--- config.mk ---
export PLATFORM = sky130hd
export DESIGN_NAME = pipelined_adder
export DESIGN_NICKNAME = d
export VERILOG_FILES = /design/src/rtl/pipelined_adder.sv
export SDC_FILE = /design/constraint.sdc
export NUM_CORES = 1
export LEC_CHECK = 0
export BUFFER_PORTS_ARGS = -buffer_cell sky130_fd_sc_hd__buf_2
export CORE_ASPECT_RATIO = 1.5
export CORE_MARGIN = 5
export CORE_UTILIZATION = 40
export CTS_BUF_LIST = sky130_fd_sc_hd__clkbuf_4 sky130_fd_sc_hd__clkbuf_8 sky130_fd_sc_hd__clkbuf_16
export CTS_CLUSTER_DIAMETER = 80
export DETAILED_ROUTE_END_ITERATION = 10
export GPL_ROUTABILITY_DRIVEN = 0
export PLACE_DENSITY = 0.66
export SLEW_MARGIN = 30
export SYNTH_ARGS = -nofsm -noshare
export SYNTH_HDL_FRONTEND = slang
export SYNTH_SLANG_ARGS = --single-unit
export TNS_END_PERCENT = 1
--- constraint.sdc ---
create_clock -name clk -period 2.95 [get_ports clk]
set_clock_uncertainty 0.2 [all_clocks]
set_input_delay 0.59 -clock clk [delete_from_list [all_inputs] [get_ports clk]]
set_output_delay 0.59 -clock clk [all_outputs]
set_load 0.05 [all_outputs]
--- src/rtl/pipelined_adder.sv ---
// pipelined_adder: WIDTH-bit adder with carry-in, split into STAGES carry-chunked stages
// behind a valid/ready handshake, reporting carry-out and signed overflow.
module pipelined_adder #(
    parameter int WIDTH  = 16,
    parameter int STAGES = 4
) (
    input  logic             clk,
    input  logic             rst,
    input  logic             in_valid,
    output logic             in_ready,
    input  logic [WIDTH-1:0] a,
    input  logic [WIDTH-1:0] b,
    input  logic             cin,
    output logic             out_valid,
    input  logic             out_ready,
    output logic [WIDTH-1:0] sum,
    output logic             cout,
    output logic             overflow
);
    localparam int CHUNK = WIDTH / STAGES;

    if (WIDTH < 1 || STAGES < 1 || STAGES > WIDTH || WIDTH % STAGES != 0) begin : g_bad_params
        $error("pipelined_adder: need WIDTH >= 1, 1 <= STAGES <= WIDTH, WIDTH %% STAGES == 0");
    end

    logic [STAGES-1:0] v, c, xv, xc, nc;
    logic [WIDTH-1:0]  ra [STAGES];
    logic [WIDTH-1:0]  rb [STAGES];
    logic [WIDTH-1:0]  rs [STAGES];
    logic [WIDTH-1:0]  xa [STAGES];
    logic [WIDTH-1:0]  xb [STAGES];
    logic [WIDTH-1:0]  xs [STAGES];
    logic [WIDTH-1:0]  ns [STAGES];
    logic [CHUNK:0]    t;
    logic              adv;

    assign adv       = !v[STAGES-1] || out_ready;
    assign in_ready  = adv;
    assign out_valid = v[STAGES-1];
    assign sum       = rs[STAGES-1];
    assign cout      = c[STAGES-1];
    assign overflow  = (ra[STAGES-1][WIDTH-1] == rb[STAGES-1][WIDTH-1]) &&
                       (rs[STAGES-1][WIDTH-1] != ra[STAGES-1][WIDTH-1]);

    // Stage k sees the previous stage's registers; stage 0 sees the ports.
    always_comb begin
        t     = '0;
        xa[0] = a;
        xb[0] = b;
        xs[0] = '0;
        xc[0] = cin;
        xv[0] = in_valid;
        for (int k = 1; k < STAGES; k++) begin
            xa[k] = ra[k-1];
            xb[k] = rb[k-1];
            xs[k] = rs[k-1];
            xc[k] = c[k-1];
            xv[k] = v[k-1];
        end
        for (int k = 0; k < STAGES; k++) begin
            t     = {1'b0, CHUNK'(xa[k] >> (k * CHUNK))} +
                    {1'b0, CHUNK'(xb[k] >> (k * CHUNK))} + (CHUNK + 1)'(xc[k]);
            ns[k] = xs[k] | (WIDTH'(t[CHUNK-1:0]) << (k * CHUNK));
            nc[k] = t[CHUNK];
        end
    end

    // Data only loads behind a valid bit, so bubbles leave the outputs untouched.
    always_ff @(posedge clk) begin
        if (rst) begin
            v <= '0;
            c <= '0;
            for (int k = 0; k < STAGES; k++) begin
                ra[k] <= '0;
                rb[k] <= '0;
                rs[k] <= '0;
            end
        end else if (adv) begin
            v <= xv;
            for (int k = 0; k < STAGES; k++) begin
                if (xv[k]) begin
                    ra[k] <= xa[k];
                    rb[k] <= xb[k];
                    rs[k] <= ns[k];
                    c[k]  <= nc[k];
                end
            end
        end
    end
endmodule

==> flow_metrics.env <==
export IMPL_outcome="finished, final reports clean"
export IMPL_min_from="rb[0][10]$_SDFFCE_PN0P_"
export IMPL_critPathMaxFanout=18
export IMPL_routedWlPerCell_um=11.9
export IMPL_r2r_start="v[3]$_SDFFE_PP0N_"
export IMPL_cts_root_buf="clkbuf_16"
export IMPL_fin_tns_setup_ns=0
export IMPL_fin_crit_ns=2.40
export IMPL_ir_worst_vdd_mv=0.366
export IMPL_maxCapViolCount=0
export IMPL_clkSinkCount=98
export IMPL_yosysWarnings=0
export IMPL_final_net_count=410
export IMPL_grt_use_total_pct=10.2
export IMPL_wl_um=5970
export IMPL_via_per_inst=4.46
export IMPL_syn_area_mm2=0.00429
export IMPL_relSlewSlack_pct=39.7
export IMPL_vias=2238
export IMPL_num_antenna_cells=0
export IMPL_cts_max_path_buffers=2
export IMPL_path_class="in -> out"
export IMPL_synthesis_nets=351
export IMPL_cts_buffers=9
export IMPL_syn_inst=294
export IMPL_clock_power_share_pct=38.4
export IMPL_p_int_mw=2.40
export IMPL_r2r_setup_slack_ns=0.90
export IMPL_crit_path_end_kind="primary output"
export IMPL_tightestPinTransition_ns=0.904
export IMPL_postCtsResizedCells=0
export IMPL_sequentialPowerShare_pct=53.7
export IMPL_synthToLayoutAreaGrowth_pct=16.6
export IMPL_core_area_mm2=0.0105
export IMPL_port_buffers=56
export IMPL_grt_overflow=0
export IMPL_ys_seq_area_share_pct=66.8
export IMPL_instances_no_fill=502
export IMPL_tritoncts="built"
export IMPL_critPathLaunch="out_ready"
export IMPL_powerDensity_mw_per_mm2=607
export IMPL_syn_avg_cell_area_um2=14.6
export IMPL_setup_violations=0
export IMPL_fin_crit_sh_pct=81.3
export IMPL_core_rowCount=46
export IMPL_swShare_pct=21.0
export IMPL_maxSlewViolCount=0
export IMPL_rsz0062_at_grt="false"
export IMPL_dp_hpwl_um=4530
export IMPL_hold_violations=0
export IMPL_cts_hold_buf=0
export IMPL_post_route_cell_area_mm2=0.00500
export IMPL_setup_worst_path_start_class="input pin"
export IMPL_grt_pass1_vias=2211
export IMPL_cts_clk_slew_worst_paths_ns=0.06
export IMPL_clock_latency_ns=0.34
export IMPL_dieWidth_um=94.5
export IMPL_ant_nets=0
export IMPL_cts_htree_levels=3
export IMPL_cp_arrival_ns=1.61
export IMPL_layout_drive_gt1_share_pct=23.5
export IMPL_required_ns=2.16
export IMPL_place_area_mm2=0.00470
export IMPL_finish_utilization_pct=47.5
export IMPL_synth_ff_type="edfxtp_1"
export IMPL_ys_types=35
export IMPL_hold_class="reg -> reg"
export IMPL_grt_max_degree=29
export IMPL_die_h_um=137
export IMPL_start_util_pct=40.7
export IMPL_dieArea_mm2=0.0129
export IMPL_synth_seq_cells=98
export IMPL_async_flop_share_pct=0
export IMPL_p_leak_nw=2.09
export IMPL_drt_iter0_drc=72
export IMPL_drc=0
export IMPL_post_cts_buffers=0
export IMPL_drtPass1Iterations=4
export IMPL_ios=57
export IMPL_synth_edf_count=90
export IMPL_switchingPower_mw=0.636
export IMPL_grt_antenna_before_repair=0
export IMPL_comb_power_share_pct=8.0
export IMPL_numPlacedInstances=486
export IMPL_grt_pass1_wl_um=9920
export IMPL_clock_fmax_mhz=417
export IMPL_power_mw=3.03
==> per-layer routing <==
layer / vias to the layer above / global-route usage (%) / routed length, um
li1: 1171 / - / -
met1: 1010 / 10.9 / 2330
met2: 49 / 17.5 / 3220
met3: 8 / 2.20 / 288
met4: 0 / 7.54 / 140
met5: - / 0 / 0
==> final timing paths <==
kind,end,depth (start not counted)
hold / removal,rb[0][26]$_SDFFCE_PN0P_,1
setup / recovery,in_ready,5
hold reg to reg,rb[0][26]$_SDFFCE_PN0P_,1
setup reg to reg,rs[0][40]$_SDFFCE_PN0P_,4
==> metrics by stage <==
stage	worst slack (ns)	hold WS [ns]
floorplan	0.369	0.278
global placement	0.519	0.299
detailed placement	0.539	0.303
CTS	0.527	0.303
global route	0.434	0.318
finish	0.553	0.316
==> layout make-up <==
type,instances,area [um^2]
timing repair buffer,60,310
inverter,12,45.0
clock inverter,4,51.3
multi-input combinational,172,1300
fill,944,5530
tap,144,180
sequential,98,2860
clock buffer,12,254
==> state kept, by name, summed over array words and instances (netlist names) <==
name  flops
rs       40
rb       25
v         4
ra       25
c         4
==> synthesized netlist by cell type, types with 4 or more instances <==
| cell type | count | share of area (%) |
|---|---|---|
| nand3b_1 | 5 | 0.88 |
| nor2b_1 | 6 | 0.88 |
| a21oi_1 | 9 | 1.1 |
| and2_1 | 61 | 8.9 |
| nor2_1 | 9 | 0.79 |
| inv_1 | 11 | 0.96 |
| buf_6 | 4 | 1.1 |
| ha_1 | 12 | 3.5 |
| and3_1 | 17 | 2.5 |
| dfxtp_1 | 8 | 3.7 |
| a21o_1 | 8 | 1.4 |
| o21ai_0 | 4 | 0.47 |
| edfxtp_1 | 90 | 63 |
| nor3_1 | 5 | 0.58 |
| nor3b_1 | 4 | 0.70 |
| fa_1 | 8 | 3.7 |
==> cells by family after synthesis <==
logic type	after synthesis	share of synthesized area [%]
flops	98	66.8
buf+inv	24	3.01
fa+ha+maj	20	7.24
compound gates	29	4.38
simple gates	121	18.2
xor+xnor	1	0.204
mux	1	0.233
==> critical path: stages <==
cell	delay (ns)
buf_2	0.11
nor2b_4	0.28
inv_2	0.20
buf_4	0.21
buf_2	0.22
==> power by group through the flow <==
stage	clock (mW)	sequential (mW)	combinational, mW
2_1_floorplan	0	1.69	0.136
3_3_place_gp	0	1.66	0.238
3_5_place_dp	0	1.66	0.245
4_1_cts	1.20	1.63	0.246
5_1_grt	1.25	1.64	0.271
6_report	1.16	1.63	0.241
==> layout by cell type (no fill, tap or decap), types with 3 or more instances in the layout <==
| cell type | n |
|---|---|
| dfxtp_1 | 8 |
| and3_1 | 17 |
| nand2_1 | 3 |
| nor2b_1 | 6 |
| and2_1 | 61 |
| buf_4 | 4 |
| a21boi_0 | 3 |
| a211oi_1 | 3 |
| fa_1 | 8 |
| buf_2 | 56 |
| nor3b_1 | 4 |
| inv_1 | 11 |
| nor2_1 | 9 |
| a21o_1 | 7 |
| clkbuf_16 | 9 |
| nor3_1 | 5 |
| nand3_1 | 3 |
| edfxtp_1 | 90 |
| o21ai_0 | 4 |
| ha_1 | 12 |
| a21oi_1 | 9 |
| nand3b_1 | 5 |
Note: power is estimated with default switching activity, not from simulation.
